==> src/rtl/di_queue_pkg.sv <==
// Shared types for the decoded-instruction path: the decoder output record and
// the queue's fault-hold state.
package C;

  localparam int unsigned DI_ID_W = 20;

  typedef struct packed {
    logic               valid;
    logic               fault;
    logic [DI_ID_W-1:0] id;
    logic [31:0]        payload;
  } di_t;

  typedef enum logic {
    DIQ_RUN,
    DIQ_HOLD
  } diq_state_t;

endpackage

==> src/rtl/di_queue_fifo_ptrs.sv <==
// Read/write pointers and occupancy for a power-of-two circular buffer.
module fifo_ptrs #(
  parameter int unsigned DEPTH = 8
) (
  input  logic                     clk,
  input  logic                     rst,
  input  logic                     push,
  input  logic                     pop,
  input  logic                     clear,
  output logic [$clog2(DEPTH)-1:0] rd_ptr,
  output logic [$clog2(DEPTH)-1:0] wr_ptr,
  output logic [$clog2(DEPTH):0]   count,
  output logic                     full,
  output logic                     empty
);

  localparam int unsigned AW = $clog2(DEPTH);
  localparam logic [AW:0] FULL_CNT = DEPTH[AW:0];

  // Pointer and count update; clear behaves like reset. Pointers wrap naturally.
  always_ff @(posedge clk) begin
    if (rst || clear) begin
      rd_ptr <= '0;
      wr_ptr <= '0;
      count  <= '0;
    end else begin
      if (push) wr_ptr <= wr_ptr + 1'b1;
      if (pop)  rd_ptr <= rd_ptr + 1'b1;
      case ({push, pop})
        2'b10:   count <= count + 1'b1;
        2'b01:   count <= count - 1'b1;
        default: count <= count;
      endcase
    end
  end

  // Status flags derived from occupancy.
  always_comb begin
    full  = (count == FULL_CNT);
    empty = (count == '0);
  end

endmodule

==> src/rtl/di_queue.sv <==
// In-order buffer between the dynamic decoder and issue. Stops accepting after
// a faulting entry until flushed, and flags breaks in id continuity.
module di_queue
  import C::*;
#(
  parameter int unsigned DEPTH = 8,
  parameter int unsigned ID_W  = DI_ID_W
) (
  input  logic                   clk,
  input  logic                   rst,
  input  di_t                    di_i,
  output logic                   di_i_ready_o,
  output di_t                    di_o,
  input  logic                   di_o_ready_i,
  input  logic                   flush_i,
  output logic [$clog2(DEPTH):0] count_o,
  output logic                   fault_hold_o,
  output logic                   seq_err_o
);

  localparam int unsigned AW = $clog2(DEPTH);

  logic [AW-1:0] rd_ptr;
  logic [AW-1:0] wr_ptr;
  logic          full;
  logic          empty;
  logic          push;
  logic          pop;

  diq_state_t    state_q;
  diq_state_t    state_d;

  di_t           mem [DEPTH];

  logic [ID_W-1:0] exp_id;
  logic            resync;

  // Flush wins over any transfer presented in the same cycle.
  always_comb begin
    push = di_i.valid && di_i_ready_o && !flush_i;
    pop  = !empty && di_o_ready_i && !flush_i;
  end

  fifo_ptrs #(.DEPTH(DEPTH)) u_ptrs (
    .clk    (clk),
    .rst    (rst),
    .push   (push),
    .pop    (pop),
    .clear  (flush_i),
    .rd_ptr (rd_ptr),
    .wr_ptr (wr_ptr),
    .count  (count_o),
    .full   (full),
    .empty  (empty)
  );

  // Entry storage; contents are never cleared, only invalidated by the pointers.
  always_ff @(posedge clk) begin
    if (push) mem[wr_ptr] <= di_i;
  end

  // Head entry straight from storage; valid reflects occupancy.
  always_comb begin
    di_o       = mem[rd_ptr];
    di_o.valid = !empty;
  end

  // FSM state register.
  always_ff @(posedge clk) begin
    if (rst) state_q <= DIQ_RUN;
    else     state_q <= state_d;
  end

  // FSM next state: a stored faulting entry holds the queue until flush.
  always_comb begin
    state_d = state_q;
    if (flush_i) begin
      state_d = DIQ_RUN;
    end else begin
      case (state_q)
        DIQ_RUN:  if (push && di_i.fault) state_d = DIQ_HOLD;
        DIQ_HOLD: state_d = DIQ_HOLD;
        default:  state_d = DIQ_RUN;
      endcase
    end
  end

  // FSM outputs: acceptance ignores the downstream pop, so a full queue refuses.
  always_comb begin
    di_i_ready_o = (state_q == DIQ_RUN) && !full;
    fault_hold_o = (state_q == DIQ_HOLD);
  end

  // Id continuity check; the first push after reset/flush only seeds the counter.
  always_ff @(posedge clk) begin
    if (rst) begin
      seq_err_o <= 1'b0;
      resync    <= 1'b1;
      exp_id    <= '0;
    end else if (flush_i) begin
      resync    <= 1'b1;
    end else if (push) begin
      resync <= 1'b0;
      if (!resync && (di_i.id[ID_W-1:0] != exp_id)) seq_err_o <= 1'b1;
      exp_id <= di_i.id[ID_W-1:0] + 1'b1;
    end
  end

endmodule

==> config.mk <==
export PLATFORM = sky130hd
export DESIGN_NAME = di_queue
export DESIGN_NICKNAME = d
export VERILOG_FILES = /design/src/rtl/di_queue_pkg.sv /design/src/rtl/di_queue_fifo_ptrs.sv /design/src/rtl/di_queue.sv
export SDC_FILE = /design/constraint.sdc
export NUM_CORES = 1
export LEC_CHECK = 0
export CAP_MARGIN = 25
export CORE_ASPECT_RATIO = 0.9
export CORE_MARGIN = 10
export CORE_UTILIZATION = 55
export DETAILED_ROUTE_END_ITERATION = 16
export GPL_TIMING_DRIVEN = 0
export PLACE_DENSITY = 0.72
export RECOVER_POWER = 100
export SLEW_MARGIN = 20
export SYNTH_ARGS = -nofsm -noshare
export SYNTH_HDL_FRONTEND = slang
export SYNTH_HIERARCHICAL = 1
export SYNTH_SLANG_ARGS = --single-unit
export TNS_END_PERCENT = 30
==> constraint.sdc <==
create_clock -name clk -period 9.1 [get_ports clk]
set_clock_uncertainty 0.05 [all_clocks]
set_input_delay 1.365 -clock clk [delete_from_list [all_inputs] [get_ports clk]]
set_output_delay 1.365 -clock clk [all_outputs]
set_load 0.005 [all_outputs]
# [Yosys cells after proc, flatten, opt, wreduce, memory -nomap -nowiden]
# Memory sizes are Yosys's and may differ from the RTL's. A register that Yosys moved wholly into a read port is not among the register bits.
# Index checks and enable logic that the tools add are counted.
[op_classes] mux=7 n_addsub=5 n_bitwise=2 eq_ne=4 reduce_logical=17
[ops] operator="$add 20x1->20 const B" count=1
[ops] operator="$ne 20x20->1" count=1
[ops] operator="$pmux 4 s2" count=1
[ops] operator="$logic_and 1x1->1" count=7
[ops] operator="$add 3x1->3 const B" count=2
[ops] operator="$mux 3" count=2
[ops] operator="$add 4x1->4 const B" count=1
[ops] operator="$eq 4x4->1 const B" count=1
[ops] operator="$logic_not 1->1" count=4
[ops] operator="$logic_not 4->1" count=1
[ops] operator="$sub 4x1->4 const B" count=1
[ops] operator="$mux 1" count=3
[ops] operator="$reduce_and 3->1" count=1
[ops] operator="$eq 2x1->1 const B" count=1
[ops] operator="$eq 2x2->1 const B" count=1
[ops] operator="$not 1->1" count=2
[ops] operator="$pmux 1 s2" count=1
[ops] operator="$reduce_and 2->1" count=1
[ops] operator="$reduce_bool 2->1" count=1
[ops] operator="$reduce_or 2->1" count=1
[ops] operator="$logic_or 1x1->1" count=1
[word_totals] mem_bits_rw=432 memories=1 input_bits=58 ff_bits=33 elab_cells=43
[mem_list] name="mem" depth=8 word_bits=54 read_ports=1 rd_clocked_by_memory_dff=1 wr=1 line_no="di_queue.sv:33" source="di_t mem [DEPTH];"

# [Longest topological paths before layout]
[depth] depth_word=8 ltp_mapped=14

# [Modules after synthesis]
# The synthesis kept the hierarchy.
[by_module_without_submodules] module="di_queue" area_per_inst_um2=17321.6 seq_area_each_um2=13192.7 n_inst=1 cells_per_inst=801
[by_module_without_submodules] module="fifo_ptrs" area_per_inst_um2=523.0 seq_area_each_um2=200.2 n_inst=1 cells_per_inst=56

# [Worst setup path before layout]
# OpenSTA, ideal clock, no wires.
[synth_timing] path_type="input to register" from="in flush_i" to="mem mem[0][0] (netlist name), enable pin" arrival_ns=7.105 path_slack_ns=1.351 path_stages=3 required_time_ns=8.455 cell_sequence="or4b_1 -> clkbuf_1 -> nor4_1"
[synth_via] elab_chain_len=4
[synth_lines] element="from (decl)" line_no="di_queue.sv:15" source="input logic flush_i,"
[synth_lines] element="$logic_not 1->1" line_no="di_queue.sv:40" source="push = di_i.valid && di_i_ready_o && !flush_i;"
[synth_lines] element="$logic_and 1x1->1" line_no="di_queue.sv:40"
[synth_lines] element="$mux 1" line_no="di_queue.sv:59" source="if (push) mem[wr_ptr] <= di_i;"
[synth_lines] element="$mux 1 (implied by the code)" line_no="di_queue.sv:59"
[synth_lines] element="to (decl)" line_no="di_queue.sv:33"
# Every way passes these cells.

# [Worst setup path after layout]
[layout_timing] from="in flush_i" to="mem mem[5][23] (netlist name), enable pin"
# Same word-level chain as after synthesis.

==> impl_metrics.yaml <==
run_status:
  outcome: "finished with violations"
  violations: "capacitance limit, slew limit"
grt:
  grt_max_degree: 21
  grt_usage: 0.188
  grt_pass1_vias: 9300
  grt_overflow: 0
  grt_pass1_wl_mm: 57.5
  antenna_found_initial: 1
setup_path:
  crit_slowest_cell: "nor2_1"
  reg2reg_setup_slack_ns: 3.39
  arrival_ns: 6.87
  path_delay_family: "buffers and inverters"
  crit_required_ns: 9.29
  critPathCaptureType: "register"
  critPathLaunchType: "input pin"
  critPathKind: "input pin to register"
  critPathMostFrequentCell: "clkbuf_1"
  r2r-end: "mem[5][23]"
  r2r_start: "u_ptrs/count[0]"
  slowest_delay_ns: 1.11
  rr_worst_depth: 10
  critPathMaxFanout: 16
  worstPathBufferInverterCount: 7
  crit_path_cell_trace: "dlygate4sd3_1 > or4b_1 > clkbuf_1 > inv_1 > clkbuf_1 > nand2_1 > nor2_1 > clkbuf_1 > clkbuf_1 > buf_16"
flow_run:
  maxCapViolations: 2
hold_path:
  whs_path_depth: 1
  whs_endpoint: "resync"
  hold_path_class: "register to register"
  min-delay-start: "resync"
timing:
  fin_crit_sh: 0.734
  maxSlewViolCount: 18
  setup_violations: 0
  slew_headroom: -0.210
  fmax_mhz: 150
  tightest_slew_ns: 1.81
  period_needed_ns: 6.68
  setup_slack_ns: 2.42
  grt_setup_unrepaired: "false"
  final_hold_viol_count: 0
clocking:
  clock-root-buffer: "clkbuf_16"
  htreeDepth: 2
  cts.path.max_buffers: 3
  cts_tree: "yes"
  cts_setup_buffers: 0
  clkTransAtPathRegs_ns: 0.06
  hold_buffers: 0
  numCtsBuffers: 44
  clock_sinks: 457
  cts_resized: 0
  clk-insertion-delay-late_ns: 0.54
cells_and_area:
  seqCellArea_um2: 13400
  multi_input_area_um2: 4210
  design_area_um2: 21100
  nNetsFinal: 1137
  fill_cells: 2201
  areaGrowthSynthToFinish_pct: 18.5
  drive_gt1_frac: 0.210
synth:
  syn_inst: 857
  yosysMostFrequentCell: "edfxtp_1"
  yosys.area.top_type: "edfxtp_1"
  synth_edf_count: 424
  ys_warn_count: 6
  synth_area_um2: 17800
  seq_area_frac_synth: 0.751
  synth_top_area_frac: 0.714
  synthFlopType: "edfxtp_1"
  syn_nets: 921
  ys_ff_latch: 457
  synthTopCellsByArea: "edfxtp_1 71%, mux4_2 13%, dfxtp_1 3.7%"
  ys_types: 46
  syn_area_per_cell_um2: 20.8
  async_flop_share: 0
  synth_common_cells: "424 x edfxtp_1, 106 x mux4_2, 53 x mux2_2"
routing:
  drt-initial-drc-count: 674
  drt_wl_total_mm: 37.3
  post-route-drc-count: 0
  vias_per_cell: 5.86
  wl_per_cell_um: 24.5
  drt_pass1_iterations: 5
  ant_nets: 0
  vias: 8929
pwr:
  leakagePower_nw: 6.52
  powerDensity_nw_per_um2: 201
  ir_worst_vdd_uv: 158
placed_design:
  gp_congestion: 0.805
  place_area_um2: 20100
  port_buffers: 118
  dp_hpwl_mm: 24.8
  post-place-ws_ns: 3.79
floorplanning:
  die_w_um: 210
  pin_count: 119
  die-area_um2: 40100
  initial_core_util: 0.558
  coreArea_um2: 32000
  row_count: 62
  die_y_um: 191
[cell usage in the layout (no fill, tap or decap), types with 8 or more instances in the layout]
cell / count
edfxtp_1: 424
dlygate4sd3_1: 109
mux4_2: 106
clkbuf_1: 100
mux2_2: 53
clkbuf_16: 45
nor2_1: 38
dfxtp_1: 33
xnor2_1: 29
nand2_1: 13
nor3_1: 12
a211oi_1: 12
clkdlybuf4s50_1: 9
nor4_1: 8
nand4_1: 8
nand3_1: 8
xor2_1: 8
clkinv_2: 8
[state kept, by name, indices dropped and copies added, names as in the netlist]
signal / flops
exp_id: 20
fault_hold_o: 1
mem: 424
resync: 1
seq_err_o: 1
u_ptrs/count: 4
u_ptrs/rd_ptr: 3
u_ptrs/wr_ptr: 3
[cell type report]
cell class | instances | share of cell area
Multi-Input combinational cell | 348 | 0.199
Buffer | 46 | 0.00917
Clock buffer | 60 | 0.0564
Inverter | 6 | 0.00107
Sequential cell | 457 | 0.634
Antenna cell | 1 | 0.000118
Tap cell | 416 | 0.0246
Clock inverter | 21 | 0.00965
Timing Repair Buffer | 170 | 0.0662
[kinds of logic after synthesis]
kind of cell / share of synthesized area
adder cells (fa/ha/maj): 0.00421
buffers and inverters: 0.0128
flip-flops: 0.751
multiplexers: 0.169
AO/OA/AOI/OAI: 0.0146
AND/OR/NAND/NOR: 0.0303
XOR/XNOR: 0.0182
[stage by stage]
stage               std cells  hold WS (ns)  power [mW]  TNS [ns]   util
floorplan                 857         0.386        2.44         0      -
global placement         1391         0.402        2.54   -598.64  0.612
detailed placement       1443         0.406        2.54         0  0.630
CTS                      1524         0.421        4.30         0  0.674
global route             1524         0.445        4.38         0  0.661
finish                   1525         0.418        4.25         0  0.661
[power by group]
group | total (mW) | leakage (nW) | switching [mW] | internal [mW]
clock | 1.77 | 0.686 | 0.739 | 1.03
combinational | 0.159 | 1.74 | 0.0844 | 0.0741
sequential | 2.32 | 4.10 | 0.00848 | 2.32
total | 4.25 | 6.52 | 0.832 | 3.42
[metal layers]
layer / vias to the layer above / track usage / part of all wire
li1: 3960 / - / -
met1: 4600 / 0.268 / 0.44
met2: 315 / 0.297 / 0.48
met3: 54 / 0.0360 / 0.069
met4: 0 / 0.0404 / 0.017
met5: - / 0 / 0
[worst max-delay path by stage]
stage	startpoint	endpoint	slack [ns]	depth (start not counted)
global placement	flush_i	mem[0][18]	-4.40	4
detailed placement	flush_i	mem[1][18]	3.79	11
CTS	u_ptrs/rd_ptr[0]	di_o[44]	4.02	6
floorplan	flush_i	mem[0][0]	1.35	3
finish	flush_i	mem[5][23]	2.42	10
global route	flush_i	mem[5][29]	2.15	10
Note: power is estimated with default switching activity, not from simulation.
==> RTL change (same flow settings) <==
Reset style: asynchronous (`rst`), changed in 2 clocked blocks.
--- a/src/rtl/di_queue.sv
+++ b/src/rtl/di_queue.sv
@@ -66,7 +66,7 @@
   end
 
   // FSM state register.
-  always_ff @(posedge clk) begin
+  always_ff @(posedge clk or posedge rst) begin
     if (rst) state_q <= DIQ_RUN;
     else     state_q <= state_d;
   end
@@ -92,7 +92,7 @@
   end
 
   // Id continuity check; the first push after reset/flush only seeds the counter.
-  always_ff @(posedge clk) begin
+  always_ff @(posedge clk or posedge rst) begin
     if (rst) begin
       seq_err_o <= 1'b0;
       resync    <= 1'b1;
Formal check against the unedited RTL: differs if rst is asserted again (counterexample within 4 cycles, from zero or initial values and one cycle with rst high); with rst held inactive, the same outputs for 4 cycles.
==> RTL change against the unedited design <==
  * The flow still finishes with violations (max-capacitance violations, max-slew violations)
  * Fmax grew 7.9%
  * Total power decreased by 2.9%
  * Wire length down 1.0%
  * Setup slack better by 0.49 ns
  * Core utilization fell by 0.42 points
  * Critical path type unchanged
  * Via count shrank 0.59%
  * Register-to-register slack improved by 0.41 ns
  * Sequential cell count unchanged
  * Area after synthesis up 0.27%
  * Design area shrank 0.40%
==> RTL change: results (changes against the unedited design) <==
| Metric | Value |
|---|---|
| Max-capacitance violation count | `3 (+1)` |
| Vias | `8876 (-0.59%)` |
| Synth top area cells | `edfxtp_1 (71%), mux4_2 (13%), mux2_2 (3.3%), dfrtp_1 (3.1%), xnor2_1 (1.6%)` |
| CTS buffer count | `44 (unchanged)` |
| Syn Nets | `918 (-0.33%)` |
| Synth cell types | `44 (-4.3%)` |
| Largest net degree at the start of global routing | `24 (+14%)` |
| Slew Viols, Final | `53 (+35)` |
| Crit path max fanout | `11 (-5)` |
| Hold Path Depth | `2 (+1)` |
| Post-CTS Setup Bufs | `0 (unchanged)` |
| Headroom to the max-slew limit | `-0.0407 (+0.170)` |
| # fillers | `2149 (-2.4%)` |
| Failing checks | `max-capacitance violations, max-slew violations` |
| Leak Pwr | `6.59 nW (+1.1%)` |
| Routed wire length | `36.9 mm (-1.0%)` |
| Worst IR Drop VDD | `0.000165 V (+4.8%)` |
| Final hold slack | `0.439 ns (+0.0211 ns)` |
| Nets@finish | `1133 (-0.35%)` |
| Worst-case reg-to-reg path depth | `11 (+1)` |
| Share of cells above drive strength 1 | `0.210 (-0.000289)` |
| Root Driver | `clkbuf_16` |
| Clock Pin Slew Worst Setup and Hold Paths | `0.06 ns (about the same)` |
| GPL Wtd Cong | `0.793 (-1.6%)` |
| DP HPWL | `24.4 mm (-1.8%)` |
| First-pass GRT wire length | `57.2 mm (-0.60%)` |
| # resized after CTS | `0 (unchanged)` |
| Async set-reset flop share out of synthesis | `0.0503 (+0.0503)` |
| Yosys Warn Count | `6 (unchanged)` |
| CP arrival | `6.31 ns (-0.56 ns)` |
| Synth cell count leaders | `edfxtp_1 (424), mux4_2 (106), mux2_2 (53)` |
| Total track usage | `0.187 (-0.000463)` |
| Worst reg-to-reg setup slack | `3.80 ns (+0.41 ns)` |
| Vias in the first global route | `9420 (+1.3%)` |
| Sequential area share after synthesis | `0.755 (+0.00446)` |
| Initial antenna violation count | `2 (+1)` |
| Status | `finished with violations` |
| Initial DRC count | `750 (+11%)` |
## RTL change: changes by cell type after synthesis, sizes merged, moves of 3 or more
cell    change
dfxtp      -23
dfrtp      +22
nand2      +22
nor2       -15
a211oi     -12
o21ai      +11
a311oi      -6
clkbuf      -5
or3         -4
xnor2       +4
nor3        -3
## RTL change: final timing paths
check / start / endpoint
min reg2reg: resync / resync
max in group asynchronous: rst / exp_id[0]
max reg2reg: u_ptrs/count[0] / mem[1][25]
max: flush_i / mem[1][25]
min in group asynchronous: rst / fault_hold_o
min: resync / resync
## RTL change: layout make-up
type	count	area (µm²)	share of cell area
multi-input cells	348	4160	0.198
diodes	3	7.51	0.000357
flip-flops and latches	457	13500	0.642
repair buffers	169	1370	0.0652
inverters	8	30.0	0.00143
plain buffers	41	185	0.00880
clock buffers	60	1190	0.0566
well taps	416	520	0.0247
clock inverters	17	76.3	0.00363
## RTL change: where the power goes
group	internal (mW)	switching [mW]
logic	0.0789	0.0899
registers	2.33	0.0149
clock network	0.912	0.709
total	3.32	0.814
## RTL change: cells by family after synthesis
group                    synth area share
flip-flops                          0.755
multiplexers                        0.170
AND/OR/NAND/NOR                    0.0301
buffers and inverters              0.0123
XOR/XNOR                           0.0201
AO/OA/AOI/OAI                     0.00874
adder cells (fa/ha/maj)           0.00420
## RTL change: per-stage QoR
stage	instances	util	cell area [µm²]	total power, mW	setup slack [ns]
finish	1519	0.657	21100	4.13	2.91
global route	1517	0.657	21000	4.27	2.51
CTS	1515	0.670	21500	4.18	4.33
detailed placement	1438	0.630	20200	2.57	3.97
global placement	1388	0.612	19600	2.56	-4.64
floorplan	854	-	17900	2.46	1.19
## RTL change: layer usage
layer | wire length, µm | up-vias | part of all wire | GRT usage
met5 | 0 | - | 0 | 0
met4 | 504 | 0 | 0.014 | 0.0443
met3 | 2480 | 42 | 0.067 | 0.0368
met2 | 17500 | 299 | 0.47 | 0.292
met1 | 16500 | 4620 | 0.45 | 0.269
li1 | - | 3915 | - | -
## RTL change: critical path, stage by stage
cell           delay, ns
dlygate4sd3_1       0.62
or4b_1              0.53
clkbuf_1            0.22
clkinv_1            0.27
nand2_1             0.16
nor3_1              1.02
clkbuf_1            0.51
clkbuf_1            0.38
clkbuf_1            0.37
clkbuf_1            0.37
clkbuf_1            0.46
